### src/rtl/hs4_pkg.sv
// Shared definitions for the hs4 clocked-to-4-phase bridge: FSM encoding and default word width.
package hs4_pkg;

  localparam logic [1:0] HS_IDLE   = 2'd0;
  localparam logic [1:0] HS_REQ_HI = 2'd1;
  localparam logic [1:0] HS_REQ_LO = 2'd2;

  localparam int unsigned HS_WD = 4;

  typedef enum logic [1:0] {
    ST_IDLE   = HS_IDLE,
    ST_REQ_HI = HS_REQ_HI,
    ST_REQ_LO = HS_REQ_LO
  } hs_state_e;

endpackage

### src/rtl/hs4_fifo.sv
// Power-of-two FIFO with (AW+1)-bit wrapping pointers; exposes head word, full/empty and occupancy.
module hs4_fifo
  import hs4_pkg::*;
#(
  parameter  int unsigned WD    = HS_WD,
  parameter  int unsigned DEPTH = 4,
  localparam int unsigned AW    = $clog2(DEPTH)
) (
  input  logic          clk,
  input  logic          rst_n,
  input  logic          push,
  input  logic [WD-1:0] wdata,
  input  logic          pop,
  output logic [WD-1:0] head_c,
  output logic          full_c,
  output logic          empty_c,
  output logic [AW:0]   level_c
);

  logic [AW:0]   wr_ptr_q, wr_ptr_d;
  logic [AW:0]   rd_ptr_q, rd_ptr_d;
  logic [WD-1:0] mem_q [DEPTH];
  logic [WD-1:0] mem_d [DEPTH];

  // Pushes into a full FIFO are dropped so an entry is never overwritten.
  always_comb begin
    wr_ptr_d = wr_ptr_q;
    rd_ptr_d = rd_ptr_q;
    mem_d    = mem_q;
    if (push && !full_c) begin
      mem_d[wr_ptr_q[AW-1:0]] = wdata;
      wr_ptr_d = wr_ptr_q + (AW+1)'(1);
    end
    if (pop && !empty_c) begin
      rd_ptr_d = rd_ptr_q + (AW+1)'(1);
    end
  end

  always_ff @(posedge clk or negedge rst_n) begin
    if (!rst_n) begin
      wr_ptr_q <= '0;
      rd_ptr_q <= '0;
      for (int i = 0; i < int'(DEPTH); i++) mem_q[i] <= '0;
    end else begin
      wr_ptr_q <= wr_ptr_d;
      rd_ptr_q <= rd_ptr_d;
      mem_q    <= mem_d;
    end
  end

  assign full_c  = (wr_ptr_q[AW] != rd_ptr_q[AW]) && (wr_ptr_q[AW-1:0] == rd_ptr_q[AW-1:0]);
  assign empty_c = (wr_ptr_q == rd_ptr_q);
  assign level_c = wr_ptr_q - rd_ptr_q;
  assign head_c  = mem_q[rd_ptr_q[AW-1:0]];

endmodule

### src/rtl/hs4_tx_bridge.sv
// Buffers clocked words and emits them on a 4-phase bundled-data req/ack handshake.
// HS4_TX_ACK_SYNC_EN: pass ack through a two-flop synchroniser; otherwise ack is used directly.
module hs4_tx_bridge
  import hs4_pkg::*;
#(
  parameter  int unsigned WD    = HS_WD,
  parameter  int unsigned DEPTH = 4,
  localparam int unsigned AW    = $clog2(DEPTH)
) (
  input  logic          clk,
  input  logic          rst_n,
  input  logic          in_valid,
  output logic          in_ready,
  input  logic [WD-1:0] in_data,
  output logic          req,
  input  logic          ack,
  output logic [WD-1:0] out_data,
  output logic [AW:0]   level
);

  hs_state_e     state_q, state_d;
  logic          req_q, req_d;
  logic [WD-1:0] out_data_q, out_data_d;
  logic          ack_s;
  logic          push_c, pop_c;
  logic [WD-1:0] head_c;
  logic          full_c, empty_c;
  logic [AW:0]   level_c;

`ifdef HS4_TX_ACK_SYNC_EN
  logic ack_meta_q, ack_meta_d;
  logic ack_sync_q, ack_sync_d;

  always_comb begin
    ack_meta_d = ack;
    ack_sync_d = ack_meta_q;
  end

  always_ff @(posedge clk or negedge rst_n) begin
    if (!rst_n) begin
      ack_meta_q <= 1'b0;
      ack_sync_q <= 1'b0;
    end else begin
      ack_meta_q <= ack_meta_d;
      ack_sync_q <= ack_sync_d;
    end
  end

  assign ack_s = ack_sync_q;
`else
  assign ack_s = ack;
`endif

  assign push_c = in_valid && !full_c;

  hs4_fifo #(.WD(WD), .DEPTH(DEPTH)) u_fifo (
    .clk     (clk),
    .rst_n   (rst_n),
    .push    (push_c),
    .wdata   (in_data),
    .pop     (pop_c),
    .head_c  (head_c),
    .full_c  (full_c),
    .empty_c (empty_c),
    .level_c (level_c)
  );

  // A new word is only launched once ack_s is low, so a stuck-high ack never starts a handshake.
  always_comb begin
    state_d    = state_q;
    req_d      = req_q;
    out_data_d = out_data_q;
    pop_c      = 1'b0;
    case (state_q)
      ST_IDLE: begin
        if (!empty_c && !ack_s) begin
          out_data_d = head_c;
          pop_c      = 1'b1;
          req_d      = 1'b1;
          state_d    = ST_REQ_HI;
        end
      end
      ST_REQ_HI: begin
        if (ack_s) begin
          req_d   = 1'b0;
          state_d = ST_REQ_LO;
        end
      end
      ST_REQ_LO: begin
        if (!ack_s) begin
          if (!empty_c) begin
            out_data_d = head_c;
            pop_c      = 1'b1;
            req_d      = 1'b1;
            state_d    = ST_REQ_HI;
          end else begin
            state_d = ST_IDLE;
          end
        end
      end
      default: begin
        req_d   = 1'b0;
        state_d = ST_IDLE;
      end
    endcase
  end

  always_ff @(posedge clk or negedge rst_n) begin
    if (!rst_n) begin
      state_q    <= ST_IDLE;
      req_q      <= 1'b0;
      out_data_q <= '0;
    end else begin
      state_q    <= state_d;
      req_q      <= req_d;
      out_data_q <= out_data_d;
    end
  end

  assign req      = req_q;
  assign out_data = out_data_q;
  assign in_ready = !full_c;
  assign level    = level_c;

endmodule

### config.mk
export PLATFORM = sky130hd
export DESIGN_NAME = hs4_tx_bridge
export DESIGN_NICKNAME = d
export VERILOG_FILES = /design/src/rtl/hs4_pkg.sv /design/src/rtl/hs4_fifo.sv /design/src/rtl/hs4_tx_bridge.sv
export SDC_FILE = /design/constraint.sdc
export NUM_CORES = 1
export LEC_CHECK = 0
export CELL_PAD_IN_SITES_DETAIL_PLACEMENT = 1
export CELL_PAD_IN_SITES_GLOBAL_PLACEMENT = 1
export CORE_MARGIN = 2
export CORE_UTILIZATION = 40
export CTS_CLUSTER_DIAMETER = 40
export CTS_CLUSTER_SIZE = 24
export DETAILED_ROUTE_END_ITERATION = 10
export PLACE_DENSITY = 0.84
export SLEW_MARGIN = 30
export SYNTH_ARGS = -nofsm -noshare
export SYNTH_HDL_FRONTEND = slang
export SYNTH_SLANG_ARGS = --single-unit
### constraint.sdc
create_clock -name clk -period 1.9 [get_ports clk]
set_clock_uncertainty 0.05 [all_clocks]
set_input_delay 0.285 -clock clk [delete_from_list [all_inputs] [get_ports clk]]
set_output_delay 0.285 -clock clk [all_outputs]
set_load 0.03 [all_outputs]
* Yosys cells after proc, flatten, opt, wreduce, memory -nomap -nowiden
Cells that the tools add are included.
Storage, ports and cells: flip-flop bits (word level) 29, bits of input ports 8, output and inout bits 9
Operators by class: $add $sub $neg 3, $lt $le $gt $ge 3, eq/ne operators 9, multiplexer cells 24, bitwise gates (word level) 2, reduce and logical (&&, ||, !) cells 14
Operators by type and width (number):
- 4-bit two-way mux | 6
- 16-bit bitwise mux | 1
- 4-bit binary-select mux with 2-bit select | 1
- 4-bit demux with 2-bit select | 1
- 1-bit two-way mux | 8
- 2-bit != test, second input constant | 4
- 4-bit case mux with 2 select lines | 1
- 4-bit AND reduction | 2
- 3-bit by 1-bit adder with 3-bit output, second input constant | 2
- 3-bit >= comparator, second input constant | 2
- 1-bit logical AND | 6
- 2-bit two-way mux | 3
- 2-bit inverter with 3-bit output | 2
- 2-bit case mux with 3 select lines | 1
- 3-bit equality test | 1
- 1-bit zero test | 3
- 3-bit by 1-bit < comparator with 1-bit output, second input constant | 1
- 1-bit case mux with 3 select lines | 1
- 3-bit AND reduction | 1
- 3-bit subtractor | 1
- 2-bit by 1-bit equality test with 1-bit output, second input constant | 1
- 2-bit equality test | 1
- 2-bit equality test, second input constant | 1
- 2-bit zero test | 1
- 3 further kinds | 3

* Longest topological paths before layout
Gate-level depths: netlist (run 1).
depth in word-level cells 7, mapped depth 5, depth with buffers taken out 5

* Modules after synthesis
A second synthesis (run 1) with hierarchy kept.
Second synthesis, totals: cells, all modules 105, area total of the unflattened synthesis 1433.9 µm²
Modules (own cells, without submodules):
- hs4_fifo | instances 1, cells each 84, area each 1133.6 µm², seq. area each 550.5 µm²
- hs4_tx_bridge | instances 1, cells each 21, area each 300.3 µm², seq. area each 175.2 µm²

* Worst setup path before layout (run 1)
No wires, ideal clock.
path type register to output, start reg u_fifo.wr_ptr_q[0], end out level[2], arrival time 1.574 ns, required time 1.565 ns, setup slack -0.009 ns, stages on the path, launching flop included 5, cell sequence dfrtp_1 > inv_1 > ha_1 > fa_1 > xnor2_1
On the way: word-level cells in the longest chain between the ends 1
RTL lines:
- from (decl) | RTL line hs4_fifo.sv:20 | logic [AW:0] wr_ptr_q, wr_ptr_d;
- from (signal assigned) | RTL line hs4_fifo.sv:45 | wr_ptr_q <= wr_ptr_d;
- 3-bit subtractor | RTL line hs4_fifo.sv:53 | assign level_c = wr_ptr_q - rd_ptr_q;
- to (decl) | RTL line hs4_tx_bridge.sv:18 | output logic [AW:0] level
No other way between the ends.

* Worst setup path after layout (run 1)
start reg u_fifo.wr_ptr_q[0], end out level[1]
The elaborated chain is that of the path after synthesis.

==> results of run 1 <==
-- cell usage in the layout, fill, tap and decap left out, drive strengths merged --
cell / instances
o211a: 4
dfrtp: 29
mux4: 4
o211ai: 1
nand2: 5
and2: 1
clkinv: 1
xnor2: 5
fa: 1
ha: 7
clkbuf: 7
xor2: 3
clkdlybuf4s50: 12
nand3: 1
nor2: 2
inv: 5
mux2: 22
buf: 12
o21ai: 3
-- metrics by stage --
step | std cells | instance area, um^2
2_1_floorplan | 94 | 1380
5_1_grt | 171 | 1740
4_1_cts | 171 | 1740
6_report | 171 | 1740
3_3_place_gp | 161 | 1620
3_5_place_dp | 161 | 1620
-- routing by layer --
| metal | share of wire, % | track usage, % | up-vias |
|---|---|---|---|
| met3 | 2.8 | 4.14 | 8 |
| met5 | 0 | 0 | - |
| met4 | 2.2 | 8.33 | 0 |
| li1 | - | - | 393 |
| met2 | 49 | 27.4 | 16 |
| met1 | 46 | 20.3 | 422 |
-- timing repair --
action	4_1_cts	5_1_grt
pin swaps	2	0
buffers inserted	2	0
gates resized for setup	9	3
setup endpoints to repair	2	11
-- cell type report --
type	instances	area [um^2]	area share, %
tap	46	57.6	3.31
clock inverter	1	5.00	0.288
timing repair buffer	24	221	12.7
multi-input combinational	59	644	37.1
inverter	5	18.8	1.08
clock buffer	7	65.1	3.74
sequential	29	726	41.8
-- state kept, by name (all words and copies together) (netlist names) --
register,flops
out_data,4
state_q,2
req,1
u_fifo.mem_q,16
u_fifo.wr_ptr_q,3
u_fifo.rd_ptr_q,3
-- path summary, 6_finish.rpt --
kind                                           startpoint                           to  slack, ns
max in group asynchronous                           rst_n  u_fifo.mem_q[1]$_DFFE_PN0P_       1.25
max                        u_fifo.wr_ptr_q[0]$_DFFE_PN0P_                     level[1]      -0.03
min in group clk                          req$_DFFE_PN0P_              req$_DFFE_PN0P_       0.46
min                                                 rst_n       state_q[0]$_DFFE_PN0P_       0.29
min reg2reg                               req$_DFFE_PN0P_              req$_DFFE_PN0P_       0.46
max reg2reg                u_fifo.wr_ptr_q[1]$_DFFE_PN0P_  u_fifo.mem_q[4]$_DFFE_PN0P_       0.16
-- logic make-up (layout without fill, tap and decap cells) --
logic type      after synthesis  in the layout  synth area share (%)
fa+ha+maj                     8              8                  7.87
compound gates                8              8                  4.85
xor+xnor                      8              8                  5.12
mux                          26             26                  24.7
simple gates                  9              9                  2.75
buf+inv                       6             37                  1.65
flops                        29             29                  53.1
==> qor.csv, run 1 <==
metric;value;unit
cells after synthesis;94;
CP Buf/Inv Count;3;
Routed Wire Length;2.78;mm
Synth area leaders;dfrtp_1, mux2_2, mux4_2, ha_1, xnor2_1;
area leader, netlist;dfrtp_1;
routability cong.;0.878;
RSZ-0062 raised after global routing;true;
Die Span Y;62.5;um
Rows;21;
vias in the first global route;967;
nets@finish;140;
Final HPWL DP;2.00;mm
CP max FO;2;
status;complete, but fails checks;
per-cell routed wire length;16.2;um
Final min period;1.93;ns
final core occ;52.5;%
Arr. time, crit path;1.60;ns
share of layout cells above drive strength 1;44.0;%
Ant. Diodes;0;
count leader, synth;dfrtp_1;
final setup vio count;1;
initial antenna violation count;0;
WS Path Type;flip-flop to primary output;
#FFs+latches synth;29;
slowest cell on the critical path;fa_2;
CTS tree;done;
EDFF count, synth;0;
Final WS setup;-0.0326;ns
grt total ovfl;0;
max incr delay on CP;0.52;ns
via count;839;
Initial Util;41.3;%
CTS Root Cell;clkbuf_4;
ys flop type;dfrtp_1;
syn_nets;110;
Netlist cell types;17;
worst hold slack;0.285;ns
CP Launch Type;flip-flop;
Slew headroom;76.0;%
Hold Buf Count CTS;0;
clk_lat worst skew;0.32;ns
Crit path top cell by count;inv_2;
Top-Level Pins;17;
post-synthesis async set-or-reset flop share;100;%
Layout fillers;352;
failing checks;negative setup slack;
top post-synthesis cells by count;dfrtp_1, mux2_2, ha_1;
CTS H-tree lvls;2;
DIE WIDTH;62.5;um
Hold Crit Class;primary input to asynchronous set/reset pin;
Setup Total Neg Slack;-0.0326;ns
reg2reg path depth;4;
critical path depth;5;
Maximum Capacitance Violations;0;
Antenna Nets Post-Route;0;
DR iter-0 viols;18;
Core Region;0.00331;mm^2
Crit path required time;1.56;ns
CTS sink count;29;
Area growth syn-to-layout;27.1;%
Final period util;102;%
Mapped Area;0.00137;mm^2
Clk pin slew, worst setup/hold paths;0.10;ns
Seq/Total Area, Yosys;53.1;%
clock buffer depth;2;
area of the die;0.00390;mm^2
Initial DRT Pass Iterations;4;
CP cell instances;inv_2 -> ha_4 -> fa_2 -> inv_2 -> buf_6;
routed vias/inst;4.91;
Worst Tran Pin Value;0.360;ns
Worst setup EP type;primary output;
largest net degree at the start of global routing;30;
first-pass GRT wire length;4.84;mm
worst slack at placement;0.0543;ns
Slew Limit Fails;0;
delay-heaviest family, CP;adder cells;
synthesized area per cell;14.5;um^2
Fin. Hold Viols;0;
# DRC;0;
share of the synthesized area in the top cell type;53.1;%
GRT Overall Usage;16.6;%
Yosys Warn Count;0;
f_max;517;MHz
PortBufs;16;
TritonCTS Buffers;5;
Power of run 1 is not shown: default switching activity piles up to over one toggle a cycle in this logic, so the estimate is an artifact.
==> inputs of run 2 (changes only) <==
SETUP_SLACK_MARGIN = 0.1   (was not set)
==> qor.csv, run 2 (synthesis results as in run 1) <==
metric;value;unit
CP cell instances;inv_2 -> ha_4 -> fa_2 -> inv_2 -> buf_6;
first-pass GRT wire length;5.07;mm
largest net degree at the start of global routing;30;
placed cells;161;
PortBufs;16;
Core Region;0.00331;mm^2
clk_lat worst skew;0.33;ns
Largest register FFs;16;
Crit path required time;1.56;ns
most frequent cells in the layout;dfrtp_1, mux2_2, clkdlybuf4s50_1;
clock buffer depth;2;
Final HPWL DP;2.00;mm
Biggest register;u_fifo.mem_q;
slowest cell on the critical path;fa_2;
Initial DRT Pass Iterations;4;
routability cong.;0.878;
status;complete, but fails checks;
CTS H-tree lvls;2;
# DRC;0;
share of layout cells above drive strength 1;48.0;%
CP max FO;2;
Final period util;102;%
Routed Wire Length;2.96;mm
CP Buf/Inv Count;3;
Area growth syn-to-layout;30.2;%
DIE WIDTH;62.5;um
CP Launch Type;flip-flop;
Final Non-Filler Cells;171;
failing checks;negative setup slack;
Maximum Capacitance Violations;0;
final setup vio count;1;
CTS Root Cell;clkbuf_4;
f_max;517;MHz
Arr. time, crit path;1.60;ns
Final WS setup;-0.0347;ns
CTS sink count;29;
Ant. Diodes;0;
final core occ;53.8;%
Die Span Y;62.5;um
grt total ovfl;0;
Final min period;1.93;ns
area of the die;0.00390;mm^2
Slew Limit Fails;0;
Initial Util;41.3;%
commonest non-fill, non-tap cell in the layout;dfrtp_1;
Fin. Hold Viols;0;
Top-Level Pins;17;
Hold Crit Class;primary input to asynchronous set/reset pin;
delay-heaviest family, CP;adder cells;
via count;833;
CTS tree;done;
vias in the first global route;998;
nets@finish;140;
Worst Tran Pin Value;0.364;ns
Antenna Nets Post-Route;0;
Crit path top cell by count;inv_2;
GRT Overall Usage;17.4;%
initial antenna violation count;0;
Hold Buf Count CTS;0;
per-cell routed wire length;17.3;um
TritonCTS Buffers;5;
routed vias/inst;4.87;
RSZ-0062 raised after global routing;true;
max incr delay on CP;0.52;ns
Worst setup EP type;primary output;
WS Path Type;flip-flop to primary output;
Clk pin slew, worst setup/hold paths;0.10;ns
DR iter-0 viols;21;
Slew headroom;75.7;%
Rows;21;
==> run 2: cell counts in the layout (fill, tap and decap cells not counted) <==
No cell type changed its count.
==> run 2: path summary, 6_finish.rpt <==
path	start	endpoint	slack, ns	cells past startpoint
max in group asynchronous	rst_n	u_fifo.wr_ptr_q[1]$_DFFE_PN0P_	1.22	2
worst min-delay path	rst_n	state_q[0]$_DFFE_PN0P_	0.28	2
worst max register to register	u_fifo.wr_ptr_q[1]$_DFFE_PN0P_	out_data[3]$_DFFE_PN0P_	0.15	5
worst max-delay path	u_fifo.wr_ptr_q[0]$_DFFE_PN0P_	level[1]	-0.03	5
min in group clk	req$_DFFE_PN0P_	req$_DFFE_PN0P_	0.46	2
worst min register to register	req$_DFFE_PN0P_	req$_DFFE_PN0P_	0.46	2
==> run 2: repair_timing <==
action	in CTS	in global routing
hold endpoints to repair	0	0
endpoints found under the setup margin	24	13
setup buffers	2	0
gates resized for setup	13	5
pin swaps	2	0
==> run 2: layer usage <==
metal,up-vias,GRT usage [%],routed length [um]
li1,391,-,-
met1,418,21.3,1330
met2,16,29.2,1500
met3,8,4.14,77
met4,0,8.33,61
met5,-,0,0
==> run 2: cell type report <==
| type | instances | area [um^2] |
|---|---|---|
| Timing Repair Buffer | 24 | 225 |
| Clock buffer | 7 | 65.1 |
| Multi-Input combinational cell | 59 | 682 |
| Inverter | 5 | 18.8 |
| Fill cell | 343 | 1530 |
| Clock inverter | 1 | 5.00 |
| Tap cell | 46 | 57.6 |
| Sequential cell | 29 | 727 |
==> run 2: through the flow <==
step	TNS, ns	instance area (um^2)	hold WS, ns	setup slack, ns
floorplan	0	1380	-0.0606	0.120
global placement	0	1620	0.410	0.158
detailed placement	0	1620	0.419	0.0543
CTS	-0.0545	1760	0.288	-0.0519
global route	-0.223	1780	0.295	-0.132
finish	-0.0347	1780	0.279	-0.0347
Power of run 2 is left out for the same reason.
==> inputs of run 3 (changes only) <==
PLACE_DENSITY = 0.85   (was 0.84)
SLEW_MARGIN = not set   (was 30)
SYNTH_HIERARCHICAL = 1   (was not set)
==> qor.csv, run 3 <==
metric;value;unit
Initial DRT Pass Iterations;4;
Maximum Capacitance Violations;0;
Rows;21;
area leader, netlist;dfrtp_1;
CP max FO;5;
Synth area leaders;dfrtp_1, mux2_2, mux4_2, ha_1, xnor2_1;
routability cong.;0.777;
Final period util;109;%
worst hold slack;0.279;ns
routed vias/inst;5.14;
cells after synthesis;105;
Seq/Total Area, Yosys;50.6;%
Slew Limit Fails;0;
ys flop type;dfrtp_1;
clk_lat worst skew;0.33;ns
DIE WIDTH;63.9;um
syn_nets;121;
nets@finish;163;
Die Span Y;63.9;um
Yosys Warn Count;6;
status;complete, but fails checks;
DR iter-0 viols;60;
grt total ovfl;0;
EDFF count, synth;0;
GRT Overall Usage;20.2;%
RSZ-0062 raised after global routing;true;
Routed Wire Length;3.85;mm
Final HPWL DP;2.83;mm
CTS sink count;29;
CTS tree;done;
Fin. Hold Viols;0;
CP Launch Type;flip-flop;
Core Region;0.00339;mm^2
Arr. time, crit path;2.23;ns
CTS Root Cell;clkbuf_4;
Hold Crit Class;primary input to asynchronous set/reset pin;
WS Path Type;flip-flop to flip-flop;
vias in the first global route;1119;
final setup vio count;20;
per-cell routed wire length;19.9;um
via count;992;
most frequent cells in the layout;dfrtp_1, mux2_4, buf_4;
top post-synthesis cells by count;dfrtp_1, mux2_2, ha_1;
synthesized area per cell;13.7;um^2
count leader, synth;dfrtp_1;
Slew headroom;75.3;%
post-synthesis async set-or-reset flop share;100;%
Top-Level Pins;17;
Ant. Diodes;0;
worst slack at placement;-0.140;ns
Biggest register;u_fifo/mem_q;
CTS H-tree lvls;2;
Final min period;2.07;ns
Initial Util;42.3;%
clock buffer depth;2;
Layout fillers;316;
# DRC;0;
#FFs+latches synth;29;
share of layout cells above drive strength 1;60.5;%
PortBufs;16;
Clk pin slew, worst setup/hold paths;0.09;ns
f_max;483;MHz
Crit path required time;2.06;ns
Hold Buf Count CTS;0;
largest net degree at the start of global routing;30;
failing checks;negative setup slack;
commonest non-fill, non-tap cell in the layout;dfrtp_1;
first-pass GRT wire length;6.02;mm
Final WS setup;-0.169;ns
Largest register FFs;16;
Antenna Nets Post-Route;0;
Worst Tran Pin Value;0.370;ns
initial antenna violation count;0;
area of the die;0.00408;mm^2
final core occ;61.5;%
TritonCTS Buffers;5;
Area growth syn-to-layout;45.5;%
Worst setup EP type;flip-flop;
Mapped Area;0.00143;mm^2
Netlist cell types;27;
share of the synthesized area in the top cell type;50.6;%
run 3: cell count changes after synthesis, moves of 2 or more:
cell     change
xnor2_1      -2
nor3_1       +3
o211a_1      -4
a21oi_1      +4
xor2_1       -2
run 3: cells by family after synthesis:
family,Yosys count,synth area share (%)
AND/OR/NAND/NOR,18,6.98
adder cells (fa/ha/maj),8,7.50
AO/OA/AOI/OAI,11,5.67
flip-flops,29,50.6
buffers and inverters,8,2.09
XOR/XNOR,5,3.58
multiplexers,26,23.6
run 3: worst max-delay path, stage by stage (launching register included):
cell     delay (ns)
dfrtp_2        0.43
inv_2          0.09
ha_4           0.20
and2_4         0.13
and2_4         0.16
nor2b_4        0.19
nand2_2        0.10
a21oi_4        0.26
mux2_4         0.33
run 3: area by class of cell:
| type | count | area, um^2 | share of cell area, % |
|---|---|---|---|
| multi-input combinational | 68 | 897 | 43.0 |
| sequential | 29 | 729 | 35.0 |
| timing repair buffer | 37 | 324 | 15.5 |
| tap | 46 | 57.6 | 2.76 |
| clock buffer | 7 | 55.1 | 2.64 |
| inverter | 6 | 22.5 | 1.08 |
run 3: layer usage:
layer,global-route usage [%],vias to the layer above,share of wire (%)
li1,-,453,-
met1,24.3,514,41
met2,36.1,22,55
met3,4.93,3,3.4
met4,4.89,0,0.70
met5,0,-,0
run 3: what timing repair did:
| item | CTS | global route |
|---|---|---|
| resized for setup | 17 | 10 |
| pin swaps | 4 | 8 |
| setup endpoints to repair | 29 | 28 |
| setup buffers | 2 | 3 |
run 3: final timing paths:
| path | from | end | slack [ns] | cells past startpoint |
|---|---|---|---|---|
| worst min-delay path | rst_n | u_fifo/mem_q[13]$_DFFE_PN0P_ | 0.28 | 2 |
| worst min register to register | out_data[3]$_DFFE_PN0P_ | out_data[3]$_DFFE_PN0P_ | 0.47 | 1 |
| max in group asynchronous | rst_n | u_fifo/rd_ptr_q[0]$_DFFE_PN0P_ | 1.23 | 2 |
| worst max register to register | u_fifo/rd_ptr_q[1]$_DFFE_PN0P_ | u_fifo/mem_q[0]$_DFFE_PN0P_ | -0.17 | 8 |
| min in group clk | out_data[3]$_DFFE_PN0P_ | out_data[3]$_DFFE_PN0P_ | 0.47 | 1 |
| worst max-delay path | u_fifo/rd_ptr_q[1]$_DFFE_PN0P_ | u_fifo/mem_q[0]$_DFFE_PN0P_ | -0.17 | 8 |
run 3: metrics by stage:
step           cell area (um^2)  TNS, ns  cells
3_3_place_gp               1930   -0.541    181
5_1_grt                    2090    -3.46    193
3_5_place_dp               1930    -1.60    181
4_1_cts                    2030    -1.83    190
2_1_floorplan              1630    -3.35    105
6_report                   2090    -2.33    193
Power of run 3 is left out for the same reason.
